===== src/rtl/alarm_pkg.sv =====
// Shared types and default constants for the alarm responder block.
package alarm_pkg;

  // Responder states; the RTL keeps the state register as plain logic.
  typedef enum logic [1:0] {
    A_IDLE   = 2'd0,
    A_RING   = 2'd1,
    A_SNOOZE = 2'd2
  } alarm_state_t;

  // Default episode lengths, in ticks, and the snooze allowance.
  localparam int RING_MAX_DEF   = 120;
  localparam int SNOOZE_SEC_DEF = 540;
  localparam int MAX_SNOOZE_DEF = 3;

  // Larger of two integers, used to size shared counters.
  function automatic int max2(input int a, input int b);
    return (a > b) ? a : b;
  endfunction

endpackage


===== src/rtl/sec_timer.sv =====
// Clear-able tick counter with a terminal-count flag against a runtime limit.
// LIMIT is the largest limit that will ever be selected and sizes the counter.
module sec_timer #(
  parameter int LIMIT = 2
) (
  input  logic                                       clk,
  input  logic                                       rst,
  input  logic                                       clr,
  input  logic                                       inc,
  input  logic [((LIMIT > 1) ? $clog2(LIMIT) : 1)-1:0] last,
  output logic                                       tc
);

  localparam int W = (LIMIT > 1) ? $clog2(LIMIT) : 1;

  logic [W-1:0] count_reg;

  // Count increments, held at the terminal value so it never wraps.
  always_ff @(posedge clk) begin
    if (rst) begin
      count_reg <= '0;
    end else if (clr) begin
      count_reg <= '0;
    end else if (inc && !tc) begin
      count_reg <= count_reg + 1'b1;
    end
  end

  assign tc = (count_reg == last);

endmodule


===== src/rtl/alarm_responder.sv =====
// Alarm responder: turns the alarm-match level into beep, snooze, dismiss
// and auto-silence behaviour on the buzzer pin.
import alarm_pkg::*;

module alarm_responder #(
  parameter int RING_MAX   = RING_MAX_DEF,
  parameter int SNOOZE_SEC = SNOOZE_SEC_DEF,
  parameter int MAX_SNOOZE = MAX_SNOOZE_DEF
) (
  input  logic                                                clk,
  input  logic                                                rst,
  input  logic                                                tick,
  input  logic                                                alarm_on,
  input  logic                                                buzz_req,
  input  logic                                                snooze,
  input  logic                                                dismiss,
  output logic                                                buzzer,
  output logic                                                snoozing,
  output logic [max2($clog2(MAX_SNOOZE+1), 1)-1:0]            snooze_used
);

  // Counter sizing: one timer serves both RING and SNOOZE.
  localparam int CT_MAX = max2(max2(RING_MAX, SNOOZE_SEC), 2);
  localparam int CT_W   = $clog2(CT_MAX);
  localparam int UW     = max2($clog2(MAX_SNOOZE + 1), 1);

  localparam logic [CT_W-1:0] RING_LAST   = CT_W'(RING_MAX - 1);
  localparam logic [CT_W-1:0] SNOOZE_LAST = CT_W'(SNOOZE_SEC - 1);
  localparam logic [UW-1:0]   USED_MAX    = UW'(MAX_SNOOZE);

  // State encodings mirror the package enum.
  localparam logic [1:0] ST_IDLE   = A_IDLE;
  localparam logic [1:0] ST_RING   = A_RING;
  localparam logic [1:0] ST_SNOOZE = A_SNOOZE;

  logic [1:0]      state_reg, state_next;
  logic            phase_reg, phase_next;
  logic [UW-1:0]   used_reg, used_next;
  logic            req_d_reg;
  logic            rise;
  logic            tmr_clr, tmr_inc, tmr_tc;
  logic [CT_W-1:0] tmr_last;

  assign rise     = buzz_req & ~req_d_reg;
  assign tmr_last = (state_reg == ST_SNOOZE) ? SNOOZE_LAST : RING_LAST;

  sec_timer #(
    .LIMIT (CT_MAX)
  ) u_timer (
    .clk  (clk),
    .rst  (rst),
    .clr  (tmr_clr),
    .inc  (tmr_inc),
    .last (tmr_last),
    .tc   (tmr_tc)
  );

  // Next-state logic; branch order encodes alarm_on > dismiss > snooze > tick.
  always_comb begin
    state_next = state_reg;
    phase_next = phase_reg;
    used_next  = used_reg;
    tmr_clr    = 1'b0;
    tmr_inc    = 1'b0;
    if (!alarm_on) begin
      state_next = ST_IDLE;
      phase_next = 1'b0;
      used_next  = '0;
      tmr_clr    = 1'b1;
    end else begin
      case (state_reg)
        ST_IDLE: begin
          if (rise) begin
            state_next = ST_RING;
            phase_next = 1'b1;
            tmr_clr    = 1'b1;
          end
        end
        ST_RING: begin
          if (dismiss) begin
            state_next = ST_IDLE;
            phase_next = 1'b0;
            used_next  = '0;
            tmr_clr    = 1'b1;
          end else if (snooze && (used_reg < USED_MAX)) begin
            state_next = ST_SNOOZE;
            used_next  = used_reg + 1'b1;
            tmr_clr    = 1'b1;
          end else if (tick) begin
            if (tmr_tc) begin
              state_next = ST_IDLE;
              phase_next = 1'b0;
              used_next  = '0;
              tmr_clr    = 1'b1;
            end else begin
              phase_next = ~phase_reg;
              tmr_inc    = 1'b1;
            end
          end
        end
        ST_SNOOZE: begin
          if (dismiss) begin
            state_next = ST_IDLE;
            phase_next = 1'b0;
            used_next  = '0;
            tmr_clr    = 1'b1;
          end else if (tick) begin
            if (tmr_tc) begin
              // Re-ring does not look at buzz_req again.
              state_next = ST_RING;
              phase_next = 1'b1;
              tmr_clr    = 1'b1;
            end else begin
              tmr_inc    = 1'b1;
            end
          end
        end
        default: begin
          state_next = ST_IDLE;
          phase_next = 1'b0;
          used_next  = '0;
          tmr_clr    = 1'b1;
        end
      endcase
    end
  end

  // State, phase, snooze count and edge-detect registers.
  always_ff @(posedge clk) begin
    if (rst) begin
      state_reg <= ST_IDLE;
      phase_reg <= 1'b0;
      used_reg  <= '0;
      req_d_reg <= 1'b0;
    end else begin
      state_reg <= state_next;
      phase_reg <= phase_next;
      used_reg  <= used_next;
      req_d_reg <= buzz_req;
    end
  end

  assign buzzer      = (state_reg == ST_RING) & phase_reg;
  assign snoozing    = (state_reg == ST_SNOOZE);
  assign snooze_used = used_reg;

endmodule


===== config.mk =====
export PLATFORM = sky130hd
export DESIGN_NAME = alarm_responder
export DESIGN_NICKNAME = d
export VERILOG_FILES = /design/src/rtl/alarm_pkg.sv /design/src/rtl/sec_timer.sv /design/src/rtl/alarm_responder.sv
export SDC_FILE = /design/constraint.sdc
export NUM_CORES = 1
export LEC_CHECK = 0
export CORE_MARGIN = 2
export CORE_UTILIZATION = 45
export CTS_BUF_LIST = sky130_fd_sc_hd__clkbuf_4
export CTS_CLUSTER_DIAMETER = 200
export CTS_CLUSTER_SIZE = 12
export DETAILED_ROUTE_END_ITERATION = 6
export GPL_TIMING_DRIVEN = 0
export PLACE_DENSITY = 0.66
export SYNTH_ARGS = -nofsm -noshare
export SYNTH_HDL_FRONTEND = slang
export SYNTH_SLANG_ARGS = --single-unit

===== constraint.sdc =====
create_clock -name clk -period 3.5 [get_ports clk]
set_input_delay 0.35 -clock clk [delete_from_list [all_inputs] [get_ports clk]]
set_output_delay 0.35 -clock clk [all_outputs]
set_load 0.05 [all_outputs]

# Yosys cells after proc, flatten, opt, wreduce, memory -nomap -nowiden
# Cells that the tools add are included.
[word_totals] word_cells=72 register_bits=16
[classes] reduce_logical=9 muxes=38 order_cmp=1 n_eq_ne=11 addsub=2 bitwise=6
[op_table] op="two-way mux 2 bit" n=11
[op_table] op="two-way mux 1 bit" n=21
[op_table] op="one-hot mux 2 bit (3 select lines)" n=2
[op_table] op="adder 10 x 1 -> 10 bit, second input constant" n=1
[op_table] op="equality test 10 bit" n=1
[op_table] op="two-way mux 10 bit" n=1
[op_table] op="AND reduction 5 bit" n=2
[op_table] op="inequality test 3 bit, second input constant" n=3
[op_table] op="one-hot mux 1 bit (3 select lines)" n=2
[op_table] op="inequality test 2 bit, second input constant" n=2
[op_table] op="inequality test 4 x 3 -> 1 bit, second input constant" n=1
[op_table] op="inequality test 4 bit, second input constant" n=1
[op_table] op="inverter 1 bit" n=4
[op_table] op="AND reduction 4 bit" n=1
[op_table] op="OR reduction 2 bit" n=2
[op_table] op="inequality test 3 x 2 -> 1 bit, second input constant" n=1
[op_table] op="adder 2 x 1 -> 2 bit, second input constant" n=1
[op_table] op="bitwise AND 1 bit" n=2
[op_table] op="equality test 2 x 1 -> 1 bit, second input constant" n=1
[op_table] op="equality test 2 bit, second input constant" n=1
[op_table] op="logical AND 1 bit" n=2
[op_table] op="logical NOT 2 bit" n=1
[op_table] op="less-than comparator 2 bit, second input constant" n=1
[op_table] op="one-hot mux 1 bit (2 select lines)" n=1
[op_table] op="logical NOT 1 bit" n=1

# Logic depth before layout (Yosys ltp)
# Gate-level depths: netlist of the first run.
[depth] word_depth=10 depth_mapped=8 depth_no_buf=7

# Cells and area by module
# From an unflattened synthesis of the first run, not the netlist that was laid out.
[hier_totals] cells_unflattened=130 hier_area_um2=1043.5
[by_module_without_submodules] mod="sec_timer" area_per_inst_um2=594.3 cells_per_inst=73 seq_area_each_um2=200.2 n_inst=1
[by_module_without_submodules] mod="alarm_responder" area_per_inst_um2=449.2 cells_per_inst=57 seq_area_each_um2=120.1 n_inst=1

# Worst setup path after synthesis of the first run
# OpenSTA, ideal clock, no wires.
[synth_timing] kind="register to register" from="reg used_reg[0], in the netlist snooze_used[0]" to="reg u_timer.count_reg[3]" required_time_ns=3.421 path_buffers=1 setup_ns=0.079 arrival_time_ns=2.177 slack_ns=1.243 path_stages_with_launch=8 cell_sequence="dfxtp_1 -> ha_1 -> nand2b_4 -> a21oi_2 -> or2_0 -> buf_2 -> or4_4 -> a211oi_2"
[synth_between] elab_chain_len=7
[synth_lines] element="start: declaration" line="alarm_responder.sv:38" source="logic [UW-1:0] used_reg, used_next;"
[synth_lines] element="start signal: assignment" line="alarm_responder.sv:138" source="used_reg <= used_next;"
[synth_lines] element="less-than comparator 2 bit *" line="alarm_responder.sv:85" source="end else if (snooze && (used_reg < USED_MAX)) begin"
[synth_lines] element="logical AND 1 bit *" line="alarm_responder.sv:85"
[synth_lines] element="two-way mux 1 bit" line="alarm_responder.sv:85"
[synth_lines] element="two-way mux 1 bit" line="alarm_responder.sv:80" source="if (dismiss) begin"
[synth_lines] element="one-hot mux 1 bit (3 select lines) or one-hot mux 1 bit (2 select lines) (tied branches)" line="alarm_responder.sv:71" source="case (state_reg)"
[synth_lines] element="two-way mux 1 bit" line="alarm_responder.sv:65" source="if (!alarm_on) begin"
[synth_lines] element="OR reduction 2 bit (no line) or logical AND 1 bit (tied branches)"
[synth_lines] element="end signal: assignment" line="sec_timer.sv:25" source="count_reg <= count_reg + 1'b1;"
[synth_lines] element="end: declaration" line="sec_timer.sv:16" source="logic [W-1:0] count_reg;"
# Mark *: on every way between the ends. The rest lies on a longest branch, timed or not.
# A chain may end at the register's enable or synchronous reset.

# Final worst setup path of the first run
[layout_timing] from="reg u_timer.count_reg[0]" to="reg u_timer.count_reg[7]"
[layout_between] elab_chain_len=8
[layout_lines] element="equality test 10 bit" line="sec_timer.sv:29" source="assign tc = (count_reg == last);"
[layout_lines] element="two-way mux 1 bit" line="alarm_responder.sv:90, alarm_responder.sv:108"
[layout_lines] element="two-way mux 1 bit" line="alarm_responder.sv:107" source="end else if (tick) begin"
[layout_lines] element="two-way mux 1 bit" line="alarm_responder.sv:85"
[layout_lines] element="two-way mux 1 bit" line="alarm_responder.sv:80"
[layout_lines] element="one-hot mux 1 bit (3 select lines) or one-hot mux 1 bit (2 select lines) (tied branches)" line="alarm_responder.sv:71"
[layout_lines] element="two-way mux 1 bit" line="alarm_responder.sv:65"
[layout_lines] element="OR reduction 2 bit (no line) or logical AND 1 bit (tied branches)"
# Several ways; a longest one is shown, not always the timed one.

==> results of run 1 <==
==> per-stage QoR <==
step	power, uW	instances	instance area (um^2)	hold WS, ps
5_1_grt	338	161	1200	529
3_3_place_gp	229	158	1170	471
4_1_cts	327	161	1200	483
2_1_floorplan	213	120	1040	417
3_5_place_dp	229	158	1170	469
6_report	322	161	1200	480
==> metal layers <==
metal  wire, um  share of wire, %
met1       1160                51
met2        975                43
met3        129               5.7
met4         12              0.53
met5          0                 0
==> synth_stat cells (2+ instances only) <==
| cell | count |
|---|---|
| nor2_1 | 4 |
| o21ai_1 | 3 |
| a21oi_1 | 4 |
| o31ai_1 | 3 |
| ha_1 | 6 |
| xnor2_1 | 5 |
| o21ai_0 | 4 |
| a211oi_2 | 3 |
| nand2_1 | 7 |
| nor4_1 | 4 |
| nand3_1 | 8 |
| mux2i_1 | 2 |
| inv_1 | 7 |
| dfxtp_1 | 16 |
| or4_4 | 2 |
| a211oi_1 | 2 |
| nor3_1 | 11 |
| nand2b_1 | 4 |
| o311ai_1 | 2 |
==> power by group through the flow <==
stage          Clock, uW  Sequential (uW)  Combinational (uW)
2_1_floorplan          0              190                23.7
6_report            96.4              186                39.8
5_1_grt              108              186                44.3
3_3_place_gp           0              190                39.1
4_1_cts              102              186                39.6
3_5_place_dp           0              190                39.4
==> critical path: stages (launching register included) <==
cell,delay (ps)
dfxtp_1,430
ha_1,270
inv_1,100
nor4b_1,600
o211a_1,340
o21a_1,150
buf_4,180
nor3_1,70
==> logic make-up (layout without fill, tap and decap cells) <==
family / after synthesis / after routing / share of synthesized area (%)
AO/OA/AOI/OAI: 30 / 30 / 21.8
flip-flops: 16 / 16 / 30.8
adder cells (fa/ha/maj): 6 / 6 / 7.22
AND/OR/NAND/NOR: 51 / 51 / 30.0
multiplexers: 2 / 2 / 1.93
buffers and inverters: 10 / 23 / 4.09
XOR/XNOR: 5 / 5 / 4.21
==> final timing paths <==
kind / start / to / slack, ps / cells past startpoint
hold reg to reg: phase_reg / phase_reg / 480 / 2
setup reg to reg: u_timer.count_reg[0] / u_timer.count_reg[7] / 1230 / 7
hold / removal: phase_reg / phase_reg / 480 / 2
setup / recovery: u_timer.count_reg[0] / u_timer.count_reg[7] / 1230 / 7
==> cell type report <==
| cell class | instances | area [um^2] |
|---|---|---|
| fill | 210 | 993 |
| multi-input combinational | 94 | 677 |
| sequential | 16 | 320 |
| timing repair buffer | 10 | 100 |
| tap | 28 | 35.0 |
| inverter | 7 | 26.3 |
| clock buffer | 3 | 22.5 |
| buffer | 3 | 16.3 |
==> summary.md, run 1 <==
| Metric | Value |
|---|---|
| Status | complete, no violations |
| Average routed wire per standard cell | roughly 14 um |
| Final Hold Viols | 0 |
| Max cap viols | 0 |
| Max VDD drop | between 0.2 and 0.25 mV |
| Worst Path Max Fanout | 10 |
| N_diodes | 0 |
| Post-CTS Hold Buffers | 0 |
| Sequential Power Share | between 50% and 60% |
| Commonest non-fill, non-tap cell in the layout | dfxtp_1 |
| Area growth syn-to-layout | 15.2% |
| Synth warn | 0 |
| Register area share after synthesis | 30.8% |
| Vias per inst | slightly below 6 |
| Logic pwr share | between 10% and 20% |
| Final nets | about 150 |
| CP Class | flip-flop to flip-flop |
| Pwr Density | about 270 mW/mm^2 |
| EDFF count, synth | 0 |
| RSZ-0062 raised after global routing | false |
| Worst Skew | slightly above 4 ps |
| Post-Synthesis Cells | 120 |
| Mapped Area | between 0.001 and 0.0015 mm^2 |
| First-pass GRT wire length | about 3900 um |
| # Post-CTS Setup Buffers | 0 |
| Setup WS post-layout | between 1000 and 1500 ps |
| CTS Buffer Depth | 2 |
| Worst EP required | ~3700 ps |
| Die Height | 52.1 um |
| Post-cts resize count | 0 |
| # port buffers | 10 |
| Final Util | between 50% and 60% |
| Most frequent cells in the layout | dfxtp_1 (16), nor3_1 (11), clkdlybuf4s50_1 (10), nand3_1 (8) |
| Leakage | approximately 0.00038 uW |
| Final Critical Period | roughly 2300 ps |
| Core Rows | 17 |
| Vias in the first global route | ~850 |
| Worst Hold Class | flip-flop to flip-flop |
| Ratio of cells with drive above 1 in the final layout | a little over a tenth |
| Worst-path clk slew | approximately 90 ps |
| Sw Share | between 20% and 30% |
| Worst slew pin tran | 699 ps |
| Worst Path Arrival | 2430 ps |
| GR met3 Demand/Resource | 5.17% |
| Iter 0 DRT Violations | 39 |
| Leading post-synthesis cells by cell area | dfxtp_1 (31%), ha_1 (7.2%), nor3_1 (5.3%), xnor2_1 (4.2%), nand3_1 (3.9%) |
| Critical path capture point type | flip-flop |
| GR Util All Layers | 19.4% |
| Starting density of the core | a little under half |
| Fin crit share | approximately 65% |
| Crit start category | flip-flop |
| Setup tns final | 0 ps |
| Slew HR | between 50% and 60% |
| Share of the synthesized area in the top cell type | 30.8% |
| Met2 usage | between 20 and 30% |
| DP Worst Slack | 1230 ps |
| Syn nets | roughly 130 |
| CTS root buffer | clkbuf_4 |
| Clk sinks | 16 |
| Depth of the CTS H-tree | 1 |
| Largest net degree at the start of global routing | 11 |
| Post-synth top flop | dfxtp_1 |
| Die area | between 0.002 and 0.003 mm^2 |
| Area leader, netlist | dfxtp_1 |
| Slew Viols, Final | 0 |
| RePlAce Congestion | a little under 0.9 |
| Busiest layer in global routing | met2 |
| Met1 usage | between 20 and 30% |
| Syn Area/Cell | 8.66 um^2 |
| Clk pwr share | between 30% and 40% |
| Core area | 0.00219 mm^2 |
| Final setup viols | 0 |
| Net Switching | 81.3 uW |
| Initial antenna violation count | 0 |
| Yosys reg bits | 16 |
| Clock tree from TritonCTS | built |
| Max Freq | 440 MHz |
| Io pins | 11 |
| Total Wirelength | 2280 um |
| CTS Buf Count | 3 |
| Max reg flops | 10 |
| Yosys cell types | 42 |
| Via count | 953 |
| Post-route DRC | 0 |
| Post-DP HPWL | approximately 1700 um |
| Worst-Skew Late Latency | around 280 ps |
| Number of detailed-route iterations in the first pass | 4 |
| ANT nets after route | 0 |
| P_int | ~240 uW |
| GR Overflow Total | 0 |
| Asr flop ratio synth | 0% |
| Die Span X | between 50 and 60 um |
Note: power is estimated with default switching activity, not from simulation.
==> run 2, diff against run 1 <==
--- a/config.mk
+++ b/config.mk
@@ -12,7 +12,7 @@
 export CTS_CLUSTER_SIZE = 12
 export DETAILED_ROUTE_END_ITERATION = 6
 export GPL_TIMING_DRIVEN = 0
-export PLACE_DENSITY = 0.66
+export PLACE_DENSITY = 0.68
 export SYNTH_ARGS = -nofsm -noshare
 export SYNTH_HDL_FRONTEND = slang
 export SYNTH_SLANG_ARGS = --single-unit
==> constraint.sdc (replaced) <==
create_clock -name clk -period 1.9 [get_ports clk]
set_input_delay 0.19 -clock clk [delete_from_list [all_inputs] [get_ports clk]]
set_output_delay 0.19 -clock clk [all_outputs]
set_load 0.05 [all_outputs]
==> summary.md, run 2 (synthesis results as in run 1) <==
| Metric | Value |
|---|---|
| Worst-Skew Late Latency | 280 ps (about the same) |
| ANT nets after route | 0 (unchanged) |
| Worst Hold Class | input pin to flip-flop (was flip-flop to flip-flop) |
| Setup WS post-layout | -10.1 ps (was 1230 ps) |
| Vias per inst | 5.91 (was 5.92) |
| Area growth syn-to-layout | 36.5% (was 15.2%) |
| Sw Share | 25.2% (about the same) |
| Crit start category | flip-flop (unchanged) |
| Worst slew pin tran | 587 ps (was 699 ps) |
| Clk sinks | 16 (unchanged) |
| Worst Path Max Fanout | 7 (was 10) |
| Slew HR | 60.9% (was 52.7%) |
| Die area | 0.00271 mm^2 (unchanged) |
| Worst Skew | 2.16 ps (was 4.10 ps) |
| Max cap viols | 0 (unchanged) |
| Post-route DRC | 0 (unchanged) |
| Placed cell area | 0.00123 mm^2 (was 0.00117 mm^2) |
| Finished Cell Area | 0.00142 mm^2 (was 0.00120 mm^2) |
| Max VDD drop | 0.334 mV (was 0.212 mV) |
| Max Freq | 524 MHz (was 440 MHz) |
| Post-CTS Hold Buffers | 0 (unchanged) |
| Core Rows | 17 (unchanged) |
| Fill cell count | 180 (was 210) |
| Depth of the CTS H-tree | 1 (unchanged) |
| CTS Buf Count | 3 (unchanged) |
| Critical path capture point type | flip-flop (unchanged) |
| First-pass GRT wire length | 4130 um (was 3900 um) |
| Leakage | 0.000459 uW (was 0.000381 uW) |
| Via count | 1017 (was 953) |
| Worst Path Arrival | 2120 ps (was 2430 ps) |
| Max reg flops | 10 (unchanged) |
| Net Switching | 158 uW (was 81.3 uW) |
| Iter 0 DRT Violations | 34 (was 39) |
| N_diodes | 0 (unchanged) |
| CP Class | flip-flop to flip-flop (unchanged) |
| GR Overflow Total | 0 (unchanged) |
| RePlAce Congestion | 0.895 (was 0.883) |
| Final setup viols | 1 (was 0) |
| Worst Hold Launch | rst (was phase_reg) |
| Most frequent cells in the layout | nor3_1 (10), buf_4 (10), dfxtp_1 (10), nand3_1 (8), clkdlybuf4s50_1 (8) (was dfxtp_1 (16), nor3_1 (11), clkdlybuf4s50_1 (10), nand3_1 (8)) |
| Average routed wire per standard cell | 15.2 um (was 14.2 um) |
| Final Hold Viols | 0 (unchanged) |
| Largest net degree at the start of global routing | 11 (unchanged) |
| Post-Layout Cell Count | 172 (was 161) |
| Final nets | 158 (was 148) |
| Pwr Density | 442 mW/mm^2 (was 269 mW/mm^2) |
| CTS Buffer Depth | 2 (unchanged) |
| Total design power | 627 uW (was 322 uW) |
| Core area | 0.00219 mm^2 (unchanged) |
| Fin crit share | 101% (was 64.9%) |
| R2R Path Start | state_reg[1] (was u_timer.count_reg[0]) |
| Die Height | 52.1 um (unchanged) |
| Clock tree from TritonCTS | built (unchanged) |
| Critical Path Start | state_reg[1] (was u_timer.count_reg[0]) |
| Post-DP HPWL | 1780 um (was 1710 um) |
| Number of detailed-route iterations in the first pass | 4 (unchanged) |
| Initial antenna violation count | 0 (unchanged) |
| Clk pwr share | 32.3% (was 30.0%) |
| Ratio of cells with drive above 1 in the final layout | 30.6% (was 10.5%) |
| Violated checks | negative setup slack |
| RSZ-0062 raised after global routing | true (was false) |
| # port buffers | 10 (unchanged) |
| Cells on worst reg2reg path | 7 (unchanged) |
| GR Util All Layers | 20.6% (was 19.4%) |
| Crit path to | u_timer.count_reg[2] (was u_timer.count_reg[7]) |
| Total Wirelength | 2620 um (was 2280 um) |
| Final Critical Period | 1910 ps (was 2270 ps) |
| Sequential Power Share | 53.5% (was 57.7%) |
| Worst EP required | 2110 ps (was 3650 ps) |
| Placed cells | 158 (unchanged) |
| Io pins | 11 (unchanged) |
| Die Span X | 52.1 um (unchanged) |
| Worst reg-to-reg setup slack | -10 ps (was 1230 ps) |
| Status | finished, violations left (was complete, no violations) |
| Worst-path clk slew | 90 ps (about the same) |
| Slew Viols, Final | 0 (unchanged) |
| CTS root buffer | clkbuf_4 (unchanged) |
| Starting density of the core | 47.5% (unchanged) |
| Vias in the first global route | 948 (was 848) |
| R2R Path End | u_timer.count_reg[2] (was u_timer.count_reg[7]) |
| Logic pwr share | 14.2% (was 12.4%) |
| P_int | 469 uW (was 241 uW) |
run 2: changes by cell type in the layout (fill, tap and decap cells not counted), sizes merged:
cell / change
buf: +9
clkdlybuf4s50: -2
clkbuf: +2
dlygate4sd2: +2
run 2: worst min-delay path by stage:
stage,cells after the start,to,slack [ps]
finish,2,req_d_reg,460
global route,2,req_d_reg,480
CTS,2,req_d_reg,460
detailed placement,2,phase_reg,480
global placement,2,phase_reg,460
floorplan,1,req_d_reg,260
run 2: what timing repair did:
action / CTS / global route
gates resized for setup: 9 / 13
endpoints found under the setup margin: 17 / 12
setup buffers: 8 / 2
pin swaps: 5 / 11
run 2: power groups by stage:
stage	registers [uW]	clock network, uW	logic [uW]
after floorplan	347	0	48.1
after global placement	347	0	77.3
after detailed placement	347	0	78.3
after CTS	337	208	86.4
after global routing	336	232	95.0
final	336	203	88.8
run 2: cell type report:
class                   count  area, um^2  share of cell area, %
multi-input cells          94         792                   55.8
flip-flops and latches     16         340                   24.0
repair buffers             20         170                   12.0
well taps                  28        35.0                   2.47
clock buffers               4        30.0                   2.12
inverters                   7        28.8                   2.03
plain buffers               3        22.5                   1.59
run 2: routing by layer:
layer  up-vias  routed length (um)  GRT usage (%)
met5         -                   0              0
met4         0                  35           6.58
met3         4                 153           3.45
met2        39                1270           33.8
met1       474                1170           27.3
li1        500                   -              -
run 2: per-stage QoR:
| stage | setup WS [ps] | TNS (ps) | util, % | hold WS, ps |
|---|---|---|---|---|
| final | -10.1 | -10.1 | 64.8 | 459 |
| after CTS | -0.951 | -0.951 | 62.0 | 456 |
| after global placement | -265 | -3340 | 56.3 | 462 |
| after detailed placement | -281 | -3480 | 56.3 | 484 |
| after floorplan | 4.55 | 0 | - | 257 |
| after global routing | -114 | -286 | 64.8 | 476 |
run 2: critical path: stages (launching register included):
cell and delay, ps:
dfxtp_4 380, inv_4 50, ha_4 270, nand4b_4 90, or2_0 220, buf_4 160
or4_4 480, a211oi_2 180
==> run 3, diff against run 2 <==
--- a/config.mk
+++ b/config.mk
@@ -9,7 +9,6 @@
 export CORE_UTILIZATION = 45
 export CTS_BUF_LIST = sky130_fd_sc_hd__clkbuf_4
 export CTS_CLUSTER_DIAMETER = 200
-export CTS_CLUSTER_SIZE = 12
 export DETAILED_ROUTE_END_ITERATION = 6
 export GPL_TIMING_DRIVEN = 0
 export PLACE_DENSITY = 0.68
==> results of run 3 <==
No change in the layout: final DEF, timing and power equal those of run 2.
